$ cat config.mk
export PLATFORM = sky130hd
export DESIGN_NAME = ex_mem_latch
export DESIGN_NICKNAME = d
export VERILOG_FILES = /design/src/rtl/ex_mem_latch.sv
export SDC_FILE = /design/constraint.sdc
export NUM_CORES = 1
export LEC_CHECK = 0
export ABC_AREA = 1
export CAP_MARGIN = 20
export CORE_MARGIN = 2
export CORE_UTILIZATION = 52
export DETAILED_ROUTE_END_ITERATION = 10
export PLACE_DENSITY = 0.81
export SLEW_MARGIN = 30
export SYNTH_ARGS = -nofsm -noshare
export SYNTH_HDL_FRONTEND = slang
export SYNTH_SLANG_ARGS = --single-unit
$ cat constraint.sdc
create_clock -name clk -period 1.69 [get_ports clk]
set_clock_uncertainty 0.05 [all_clocks]
set_input_delay 0.338 -clock clk [delete_from_list [all_inputs] [get_ports clk]]
set_output_delay 0.338 -clock clk [all_outputs]
set_load 0.03 [all_outputs]
$ cat src/rtl/ex_mem_latch.sv
// EX/MEM elastic pipeline register.
// Two-entry skid buffer: the "main" entry drives the MEM side and the "skid"
// entry absorbs one extra bundle when MEM stalls. in_ready is decoded only
// from the registered state, so a MEM stall never combinationally reaches EX.
module ex_mem_latch #(
  parameter int DATA_W = 32,
  parameter int REG_W  = 5
) (
  input  logic              clk,
  input  logic              rst_n,
  input  logic              flush,
  input  logic              in_valid,
  output logic              in_ready,
  input  logic [1:0]        in_wb,
  input  logic [2:0]        in_m,
  input  logic [DATA_W-1:0] in_add_result,
  input  logic              in_zero,
  input  logic [DATA_W-1:0] in_alu_result,
  input  logic [DATA_W-1:0] in_rdata2,
  input  logic [REG_W-1:0]  in_muxout,
  output logic              out_valid,
  input  logic              out_ready,
  output logic [1:0]        out_wb,
  output logic [2:0]        out_m,
  output logic [DATA_W-1:0] out_add_result,
  output logic              out_zero,
  output logic [DATA_W-1:0] out_alu_result,
  output logic [DATA_W-1:0] out_rdata2,
  output logic [REG_W-1:0]  out_muxout,
  output logic [1:0]        occupancy
);

  localparam int BW = 2 + 3 + DATA_W + 1 + DATA_W + DATA_W + REG_W;

  // State value doubles as the entry count.
  typedef enum logic [1:0] {
    EMPTY = 2'd0,
    ONE   = 2'd1,
    TWO   = 2'd2
  } state_t;

  state_t          r_state;
  state_t          w_next;
  logic [BW-1:0]   r_main;
  logic [BW-1:0]   r_skid;
  logic [BW-1:0]   w_in;
  logic            w_acc;
  logic            w_pop;
  logic            w_ld_main_in;
  logic            w_ld_main_skid;
  logic            w_ld_skid;

  logic [1:0]        w_main_wb;
  logic [2:0]        w_main_m;
  logic [DATA_W-1:0] w_main_add;
  logic              w_main_zero;
  logic [DATA_W-1:0] w_main_alu;
  logic [DATA_W-1:0] w_main_rd2;
  logic [REG_W-1:0]  w_main_mux;

  assign w_in = {in_wb, in_m, in_add_result, in_zero, in_alu_result, in_rdata2, in_muxout};
  assign {w_main_wb, w_main_m, w_main_add, w_main_zero, w_main_alu, w_main_rd2, w_main_mux} = r_main;

  assign in_ready  = (r_state != TWO);
  assign out_valid = (r_state != EMPTY);
  assign occupancy = r_state;
  assign w_acc     = in_valid & in_ready;
  assign w_pop     = out_valid & out_ready;

  // Control fields are gated during bubbles so MEM never sees a stray write/read.
  assign out_wb         = out_valid ? w_main_wb : 2'b00;
  assign out_m          = out_valid ? w_main_m  : 3'b000;
  assign out_add_result = w_main_add;
  assign out_zero       = w_main_zero;
  assign out_alu_result = w_main_alu;
  assign out_rdata2     = w_main_rd2;
  assign out_muxout     = w_main_mux;

  // State register.
  always_ff @(posedge clk or negedge rst_n) begin
    if (!rst_n) r_state <= EMPTY;
    else        r_state <= w_next;
  end

  // Next state and entry-load strobes; flush squashes everything, including loads.
  always_comb begin
    w_next         = r_state;
    w_ld_main_in   = 1'b0;
    w_ld_main_skid = 1'b0;
    w_ld_skid      = 1'b0;
    case (r_state)
      EMPTY: begin
        if (w_acc) begin
          w_ld_main_in = 1'b1;
          w_next       = ONE;
        end
      end
      ONE: begin
        if (w_acc && w_pop) begin
          w_ld_main_in = 1'b1;
        end else if (w_acc) begin
          w_ld_skid = 1'b1;
          w_next    = TWO;
        end else if (w_pop) begin
          w_next = EMPTY;
        end
      end
      TWO: begin
        if (w_pop) begin
          w_ld_main_skid = 1'b1;
          w_next         = ONE;
        end
      end
      default: w_next = EMPTY;
    endcase
    if (flush) begin
      w_next         = EMPTY;
      w_ld_main_in   = 1'b0;
      w_ld_main_skid = 1'b0;
      w_ld_skid      = 1'b0;
    end
  end

  // Main entry: loads from EX directly or from the skid entry; otherwise holds.
  always_ff @(posedge clk or negedge rst_n) begin
    if (!rst_n)              r_main <= '0;
    else if (w_ld_main_in)   r_main <= w_in;
    else if (w_ld_main_skid) r_main <= r_skid;
  end

  // Skid entry: captures the bundle that arrives while MEM is stalled.
  always_ff @(posedge clk or negedge rst_n) begin
    if (!rst_n)         r_skid <= '0;
    else if (w_ld_skid) r_skid <= w_in;
  end

endmodule

==> results of run 1 <==
metrics by stage:
stage               setup WS (ns)  instance area [µm²]  hold slack (ns)
global placement           -0.254                13100            0.232
finish                     -0.245                15900            0.295
global route               -0.289                15900            0.309
floorplan                  0.0603                11000         -0.00759
detailed placement         -0.307                13100            0.233
CTS                        -0.202                15500            0.295
worst paths after layout:
| path | to | depth (start not counted) | from | slack [ns] |
|---|---|---|---|---|
| min in group clk | r_skid[41] | 3 | in_alu_result[4] | 0.34 |
| max in group asynchronous | r_main[80] | 3 | rst_n | 0.69 |
| setup reg to reg | r_main[27] | 11 | occupancy[0] | -0.24 |
| setup / recovery | out_wb[1] | 4 | occupancy[1] | -0.24 |
| hold / removal | r_main[64] | 2 | rst_n | 0.30 |
| hold reg to reg | r_skid[10] | 2 | r_skid[10] | 0.44 |
final cells by class:
| type | instances | share of cell area, % |
|---|---|---|
| clock buffer | 35 | 4.54 |
| clock inverter | 9 | 0.841 |
| inverter | 225 | 5.34 |
| multi-input combinational | 783 | 27.1 |
| sequential | 216 | 34.0 |
| tap | 275 | 2.16 |
| timing repair buffer | 358 | 26.0 |
worst max-delay path, stage by stage (launching register included):
cell and delay, ns:
dfrtp_2 0.45, nor2_4 0.21, buf_4 0.15, nor2_1 0.05, buf_4 0.16
placed cells by master (no fill, tap or decap), types with 3 or more instances in the layout:
cell type and n:
nand2_1 315, inv_1 222, dfrtp_1 214, nand3_1 138, o21ai_1 128, clkdlybuf4s50_1 110, nand3_2 74, clkbuf_2 56
buf_4 48, o21ai_2 43, o21ai_0 41, clkdlybuf4s15_1 35, clkbuf_16 33, buf_12 30, buf_16 28, buf_6 26
nand2_2 12, nand3_4 9, nor2_4 6, clkbuf_8 6, dlygate4sd2_1 6, buf_8 5, nor2_1 4, nand2_8 4
clkinv_2 4, clkbuf_1 4, clkdlybuf4s15_2 4, nand2_4 3, bufinv_16 3
state kept, by name (all words and copies together), names as in the netlist:
name and flops:
r_main 107, r_skid 107, occupancy 2
kinds of logic after synthesis:
family / share of synthesized area [%]
buf+inv: 18.8
compound gates: 9.65
flops: 49.1
simple gates: 22.4
repair_timing:
action                                 in CTS  in global routing
buffers inserted                           38                 11
hold buffers                                1                  0
cloned                                     32                  9
pin swaps                                  76                 48
setup endpoints to repair                 155                312
endpoints found under the hold margin      38                  0
resized for setup                         342                291
power by group:
part / leakage (µW) / switching (µW) / internal (µW) / total (µW)
clock network: 0.000421 / 2240 / 3440 / 5670
logic: 0.00512 / 5130 / 3100 / 8240
registers: 0.00261 / 1490 / 7250 / 8740
metal layers:
layer	routed length (µm)	share of wire [%]	track usage [%]	vias up
li1	-	-	-	4728
met1	14200	36	42.1	5226
met2	19300	49	54.2	744
met3	3900	9.9	5.27	162
met4	1820	4.6	12.5	0
met5	0	0	0	-
==> qor.csv, run 1 <==
metric;value;unit
outcome;finished with violations;
failing checks;negative setup slack;
Commonest cells post-synth;nand2_1 (329), inv_1 (222), nand3_1 (219);
asr flop ratio synth;100;%
number of I/O port buffers;222;
first-pass GRT wire length;56.5;mm
DP Wirelength;17.5;mm
setup TNS;-19.75;ns
Overflow after GRT;0;
Max Clk Rate;517;MHz
minimum clock period;1.93;ns
layout cells sized above 1;24.9;%
Fillers;1304;
Leakage;0.00815;µW
antenna violations before repair;0;
post-synth cell types;23;
ys flop type;dfrtp_1;
Post-Layout Cell Count;1901;
area grow syn2layout;44.7;%
DR vias/cell;5.71;
Final period util;114;%
Iteration-0 DRC Markers;945;
Critical Path RT;1.30;ns
# IOs;223;
Hold Crit Class;input port to async pin;
DR vias;10900;
WL final;39.2;mm
CTS tree;built;
Bufs on Longest Clock Path;3;
Max H-tree Level;1;
Net Count, Synth;1525;
Hold Fails Final Rpt;0;
placed insts;1774;
top-count cell post-synth;nand2_1;
WL per Instance;20.6;µm
post-synthesis cell count;1413;
Pre-antenna DRT Iters;5;
clk sink count;216;
worst relative slew slack;70.9;%
final core utilization;76.2;%
die area;22300;µm²
placement row count;53;
Clock transition at path regs;0.07;ns
Reg area;5410;µm²
core region area;20900;µm²
cell taking the most area after synthesis;dfrtp_1;
Area contributors post-synth;dfrtp_1 (49%), nand2_1 (11%), nand3_1 (10%);
final worst slack;-0.245;ns
vias in the first global route;10600;
Net count, final;1720;
clk_lat worst skew;0.52;ns
Seq/Total Area, Yosys;49.1;%
Tot Pwr;22700;µW
Die Y;149;µm
Post-Syn Area;11000;µm²
residual DRC count;0;
Synth warnings;0;
EDFF count, synth;0;
overall die width;149;µm
# diodes;0;
WS Path Type;flop to output port;
Cell Pwr Density;1420;nW/µm²
flops & latches, synth;216;
Initial Utilization;52.7;%
CP startpoint kind;flop;
maximum VDD drop;1.09;mV
critical path arrival;1.55;ns
Max-Cap Viols;0;
final setup vio count;212;
area occupied by multi-input gates;4320;µm²
overall routing resource usage;32.3;%
Tightest Pin Transition;0.437;ns
Crit Path Max Fanout;6;
RSZ-0062 raised after global routing;true;
Clock Tree Root;clkbuf_16;
routability congestion estimate;0.790;
final slew viol count;0;
Synth Area per Inst;7.78;µm²
largest net degree at the start of global routing;48;
Num CTS Buffers;24;
area share of the largest cell type after synthesis;49.1;%
ANT nets after route;0;
CP Capture Type;output port;
No activity file was read; power rests on OpenSTA's default activity.
==> inputs of run 2 (changes only) <==
--- a/config.mk
+++ b/config.mk
@@ -5,12 +5,11 @@
 export SDC_FILE = /design/constraint.sdc
 export NUM_CORES = 1
 export LEC_CHECK = 0
-export ABC_AREA = 1
 export CAP_MARGIN = 20
 export CORE_MARGIN = 2
-export CORE_UTILIZATION = 52
+export CORE_UTILIZATION = 51
 export DETAILED_ROUTE_END_ITERATION = 10
-export PLACE_DENSITY = 0.81
+export PLACE_DENSITY = 0.8
 export SLEW_MARGIN = 30
 export SYNTH_ARGS = -nofsm -noshare
 export SYNTH_HDL_FRONTEND = slang
==> run 2 against run 1 <==
Effect of this change:
- the run still ends with negative setup slack left
- fmax decreased by 0.20%
- non-clock buffer count decreased by 75
- worst setup slack got worse by 0.0038 ns
- largest power group unchanged
==> qor.csv, run 2 <==
metric;value;unit;change
minimum clock period;1.94;ns;+0.00382 ns
Crit Path Max Fanout;27;;+21
Hold Crit Class;input port to async pin;;
Tightest Pin Transition;0.486;ns;+0.0499 ns
CP startpoint kind;flop;;
R2R cell count;5;;-6
Seq/Total Area, Yosys;53.4;%;+4.2 points
worst relative slew slack;67.6;%;-3.3 points
top-count cell post-synth;dfrtp_1;;
failing checks;negative setup slack;;
Max Clk Rate;516;MHz;-0.20%
reg2reg end;r_main[25];;
die area;21000;µm²;-6.0%
FF-to-FF setup slack;-0.25;ns;about the same
most frequent CP cell;mux2_1;;
most frequent cells in the layout;dfrtp_1 (214), mux2_1 (137), mux2_2 (110), clkdlybuf4s50_1 (110), mux2_4 (72);;
Synth warnings;0;;unchanged
Net Count, Synth;809;;-47%
final worst slack;-0.248;ns;-0.00382 ns
DR vias;5979;;-45%
critical path arrival;2.27;ns;+0.72 ns
post-synthesis cell count;697;;-51%
Clock Tree Root;clkbuf_16;;
ys flop type;dfrtp_1;;
Hold Fails Final Rpt;0;;unchanged
antenna violations before repair;0;;unchanged
Bufs on Longest Clock Path;3;;unchanged
post-synth cell types;24;;+4.3%
core region area;19500;µm²;-6.8%
vias in the first global route;6684;;-37%
final core utilization;69.9;%;-6.3 points
WS Path Type;flop to flop;;
Pre-antenna DRT Iters;4;;-1
Largest stage delay, worst path;0.42;ns;-0.03 ns
CTS tree;built;;
cell-internal power;13500;µW;-1.8%
residual DRC count;0;;unchanged
metal2 WL;12.0;mm;-38%
overall die width;145;µm;-3.0%
area share of the largest cell type after synthesis;53.4;%;+4.2 points
Num CTS Buffers;23;;-4.2%
EDFF count, synth;0;;unchanged
Leakage;0.00637;µW;-22%
DR top layer;met4;;
WL final;23.3;mm;-41%
final setup vio count;158;;-25%
overall routing resource usage;21.2;%;-11 points
Post-Layout Cell Count;1151;;-39%
worst setup path startpoint;occupancy[1];;
DR vias/cell;5.19;;-9.1%
first-pass GRT wire length;36.1;mm;-36%
Clock Power Share;25.3;%;+0.3 points
number of I/O port buffers;222;;unchanged
commonest non-fill, non-tap cell in the layout;dfrtp_1;;
clk_lat worst skew;0.50;ns;-0.02 ns
Initial Utilization;52.0;%;-0.62 points
Max-Cap Viols;0;;unchanged
Net count, final;982;;-43%
outcome;finished with violations;;
Overflow after GRT;0;;unchanged
Iteration-0 DRC Markers;164;;-83%
setup TNS;-26.16;ns;-6.41 ns
largest net degree at the start of global routing;53;;+10%
reg2reg start;occupancy[1];;
Critical Path RT;2.02;ns;+0.72 ns
hold slack;0.314;ns;+0.0189 ns
maximum VDD drop;1.08;mV;-0.70%
Critical Path End;r_main[25];;
Post-Syn Area;10100;µm²;-7.9%
flops & latches, synth;216;;unchanged
Final period util;115;%;+0.23 points
met3 wire length;1.42;mm;-64%
Max H-tree Level;1;;unchanged
Clock transition at path regs;0.06;ns;about the same
power share of the combinational group;35.6;%;-0.8 points
asr flop ratio synth;100;%;unchanged
Area contributors post-synth;dfrtp_1 (53%), mux2_2 (18%), mux2_1 (17%);;
routability congestion estimate;0.784;;-0.77%
placement row count;51;;-3.8%
WL per Instance;20.2;µm;-1.9%
worst path cell trace;nor3b_2 > nand2_4 > buf_12 > mux2_1 > mux2_1;;
ANT nets after route;0;;unchanged
Sw Share;33.0;%;-6.1 points
area grow syn2layout;34.3;%;
sequential share of power;39.1;%;+0.5 points
switching pwr;6690;µW;-25%
met1 WL;9.25;mm;-35%
CP max stage cell;dfrtp_2;;
# diodes;0;;unchanged
pre-CTS setup slack;-0.666;ns;-0.359 ns
DP Wirelength;15.7;mm;-10%
Commonest cells post-synth;dfrtp_1 (216), mux2_2 (166), mux2_1 (153);;
placed insts;1097;;-38%
Synth Area per Inst;14.5;µm²;+87%
Die Y;145;µm;-3.0%
final slew viol count;0;;unchanged
RSZ-0062 raised after global routing;true;;
CP Capture Type;flop;;
Cell Pwr Density;1490;nW/µm²;+4.6%
layout cells sized above 1;36.3;%;+11 points
# IOs;223;;unchanged
cell taking the most area after synthesis;dfrtp_1;;
clk sink count;216;;unchanged
run 2: final cells by class:
| type | instances | area (µm²) |
|---|---|---|
| clock buffers | 33 | 683 |
| clock inverters | 8 | 98.8 |
| fillers | 1324 | 5860 |
| inverters | 2 | 7.51 |
| multi-input cells | 344 | 4100 |
| flip-flops and latches | 216 | 5410 |
| well taps | 265 | 332 |
| repair buffers | 283 | 2970 |
run 2: routing by layer:
metal	global-route usage, %	vias to the layer above
met4	6.44	0
met5	0	-
met1	25.0	3070
li1	-	2686
met2	37.8	180
met3	5.75	43
run 2: worst min path at each step:
stage / startpoint / to / slack [ns] / cells after the start
global route: rst_n / r_skid[21] / 0.35 / 2
global placement: rst_n / r_main[21] / 0.29 / 1
CTS: rst_n / r_skid[30] / 0.32 / 2
finish: rst_n / r_skid[21] / 0.31 / 2
floorplan: rst_n / occupancy[0] / -0.008 / 0
detailed placement: rst_n / r_main[24] / 0.29 / 1
run 2: logic make-up (layout without fill, tap and decap cells):
| kind of cell | after synthesis | count (layout) | share of synthesized area, % |
|---|---|---|---|
| multiplexers | 321 | 321 | 35.7 |
| flip-flops | 216 | 216 | 53.4 |
| buffers and inverters | 137 | 326 | 9.56 |
| AND/OR/NAND/NOR | 18 | 18 | 1.05 |
| AO/OA/AOI/OAI | 5 | 5 | 0.334 |
run 2: critical path: cells and delay by family, from the launching register on:
family | cells | cell delay [ns]
buf+inv | 1 | 0.22
flops | 1 | 0.42
simple gates | 2 | 0.49
mux | 2 | 0.62
run 2: per-stage QoR:
step           area [µm²]  total power (µW)
4_1_cts             13300             19900
3_5_place_dp        12400             15300
6_report            13600             20200
5_1_grt             13600             21200
3_3_place_gp        12400             14900
2_1_floorplan       10300             13400
run 2: power by group through the flow:
stage | combinational [µW] | clock, µW | sequential, µW
after CTS | 6880 | 5200 | 7850
after detailed placement | 7370 | 0 | 7930
after global placement | 7140 | 0 | 7800
after floorplan | 5780 | 0 | 7610
final | 7200 | 5120 | 7910
after global routing | 7600 | 5440 | 8120
run 2: repair_timing:
item	CTS	global route
pin swaps	1	1
endpoints found under the setup margin	261	224
cloned	1	5
gates resized for setup	158	125
buffers inserted	5	1
hold buffers	1	0
hold endpoints to repair	42	0
==> inputs of run 3 (changes only) <==
--- a/config.mk
+++ b/config.mk
@@ -8,8 +8,9 @@
 export CAP_MARGIN = 20
 export CORE_MARGIN = 2
 export CORE_UTILIZATION = 51
+export CTS_CLUSTER_SIZE = 14
 export DETAILED_ROUTE_END_ITERATION = 10
-export PLACE_DENSITY = 0.8
+export PLACE_DENSITY = 0.79
 export SLEW_MARGIN = 30
 export SYNTH_ARGS = -nofsm -noshare
 export SYNTH_HDL_FRONTEND = slang
==> run 3 against run 2 <==
Effect of this change:
- fmax decreased by 0.50%
- die area unchanged
- clock power shrank 1%
- the run still ends with negative setup slack left
- sequential share of layout area is 0.43 points higher
==> qor.csv, run 3 (synthesis results as in run 2) <==
metric;value;unit;change
# IOs;223;;unchanged
GR peak layer;met2;;
Reg area;5410;µm²;unchanged
overall die width;145;µm;unchanged
overall routing resource usage;21.0;%;-0.22 points
core region area;19500;µm²;unchanged
area grow syn2layout;32.9;%;
Final period util;115;%;+0.57 points
Crit path max-delay family;multiplexers;;
final core utilization;69.1;%;-0.75 points
maximum VDD drop;1.01;mV;-7.2%
WS Path Type;flop to flop;;
DP Wirelength;15.4;mm;-1.9%
CP max stage cell;dfrtp_2;;
worst relative slew slack;74.2;%;+6.6 points
most frequent cells in the layout;dfrtp_1 (214), mux2_1 (137), mux2_2 (118), clkdlybuf4s50_1 (110), mux2_4 (64);;
met2 Resource Use GR;36.9;%;-0.90 points
DR vias;5899;;-1.3%
minimum clock period;1.95;ns;+0.00965 ns
worst path cell trace;nor3b_2 > nand2_4 > buf_12 > mux2_1 > mux2_1;;
clk_lat worst skew;0.50;ns;about the same
Fillers;1344;;+1.5%
Clock transition at path regs;0.06;ns;about the same
Iteration-0 DRC Markers;171;;+4.3%
routability congestion estimate;0.797;;+1.7%
layout cells sized above 1;35.8;%;-0.59 points
final worst slack;-0.258;ns;-0.00965 ns
Largest stage delay, worst path;0.41;ns;about the same
commonest non-fill, non-tap cell in the layout;dfrtp_1;;
antenna violations before repair;1;;+1
GRT met3 Usage;5.88;%;+0.13 points
Pre-antenna DRT Iters;4;;unchanged
Max Clk Rate;513;MHz;-0.50%
met1 Resource Use GR;25.5;%;+0.44 points
Cell Pwr Density;1480;nW/µm²;-0.20%
final setup vio count;193;;+22%
CP Buf/Inv Count;1;;unchanged
Hold Crit Class;input port to async pin;;
Num CTS Buffers;23;;unchanged
WL final;22.1;mm;-4.8%
outcome;finished with violations;;
Hold Fails Final Rpt;0;;unchanged
DR vias/cell;5.14;;-0.99%
most frequent CP cell;mux2_1;;
Bufs on Longest Clock Path;3;;unchanged
number of I/O port buffers;222;;unchanged
ANT nets after route;0;;unchanged
largest net degree at the start of global routing;41;;-23%
vias in the first global route;6817;;+2.0%
Leakage;0.00632;µW;-0.68%
Overflow after GRT;0;;unchanged
CP Capture Type;flop;;
Die Y;145;µm;unchanged
area occupied by multi-input gates;4050;µm²;-1.1%
die area;21000;µm²;unchanged
RSZ-0062 raised after global routing;true;;
first-pass GRT wire length;36.1;mm;about the same
Tot Pwr;20000;µW;-1.3%
final slew viol count;0;;unchanged
failing checks;negative setup slack;;
residual DRC count;0;;unchanged
Tightest Pin Transition;0.387;ns;-0.0995 ns
Max-Cap Viols;0;;unchanged
clk sink count;216;;unchanged
Crit Path Max Fanout;26;;-3.7%
WL per Instance;19.3;µm;-4.5%
Net count, final;976;;-0.61%
placement row count;51;;unchanged
Max H-tree Level;1;;unchanged
CP startpoint kind;flop;;
Clock Tree Root;clkbuf_16;;
critical path arrival;2.28;ns;about the same
Critical Path RT;2.02;ns;about the same
CTS tree;built;;
Initial Utilization;52.0;%;unchanged
==> run 3: layout make-up <==
class | instances | share of cell area [%]
Inverter | 2 | 0.0558
Timing Repair Buffer | 277 | 21.4
Tap cell | 265 | 2.46
Multi-Input combinational cell | 344 | 30.1
Clock buffer | 34 | 5.25
Antenna cell | 1 | 0.0186
Sequential cell | 216 | 40.2
Clock inverter | 8 | 0.530
==> run 3: report_power, final <==
| group | leakage, µW | total (µW) | switching (µW) | internal [µW] |
|---|---|---|---|---|
| Combinational | 0.00329 | 7030 | 3630 | 3390 |
| Clock | 0.000389 | 5070 | 2030 | 3050 |
| Sequential | 0.00264 | 7880 | 956 | 6920 |
| Total | 0.00632 | 20000 | 6620 | 13400 |
==> run 3: worst paths after layout <==
path	from	slack (ns)	cells after the start	endpoint
max	occupancy[1]	-0.26	5	r_main[25]
min	rst_n	0.27	2	r_skid[24]
max reg2reg	occupancy[1]	-0.26	5	r_main[25]
min reg2reg	r_skid[104]	0.44	1	r_skid[104]
max in group asynchronous	rst_n	0.71	3	r_main[82]
min in group clk	in_add_result[14]	0.41	2	r_skid[84]
==> run 3: per-layer routing <==
layer / share of wire (%) / vias up / routed length (µm)
met3: 6.8 / 38 / 1500
met4: 2.2 / 0 / 495
met1: 41 / 3014 / 8990
met2: 50 / 170 / 11200
li1: - / 2677 / -
met5: 0 / - / 0
==> run 3: timing repair <==
action | CTS | global route
gates resized for setup | 145 | 103
setup buffers | 5 | 2
pin swaps | 0 | 1
hold endpoints to repair | 33 | 0
endpoints found under the setup margin | 286 | 247
gates cloned | 2 | 0
hold buffers | 1 | 0
==> run 3: per-stage QoR <==
| step | hold WS [ns] | std cells | TNS (ns) | cell area, µm² | setup WS (ns) |
|---|---|---|---|---|---|
| 6_report | 0.269 | 1147 | -26.41 | 13500 | -0.258 |
| 5_1_grt | 0.286 | 1147 | -38.35 | 13500 | -0.323 |
| 4_1_cts | 0.281 | 1145 | -28.82 | 13300 | -0.266 |
| 3_5_place_dp | 0.255 | 1095 | -112.43 | 12500 | -0.685 |
| 3_3_place_gp | 0.237 | 1095 | -102.74 | 12500 | -0.607 |
| 2_1_floorplan | -0.00759 | 697 | -9.26 | 10300 | -0.150 |
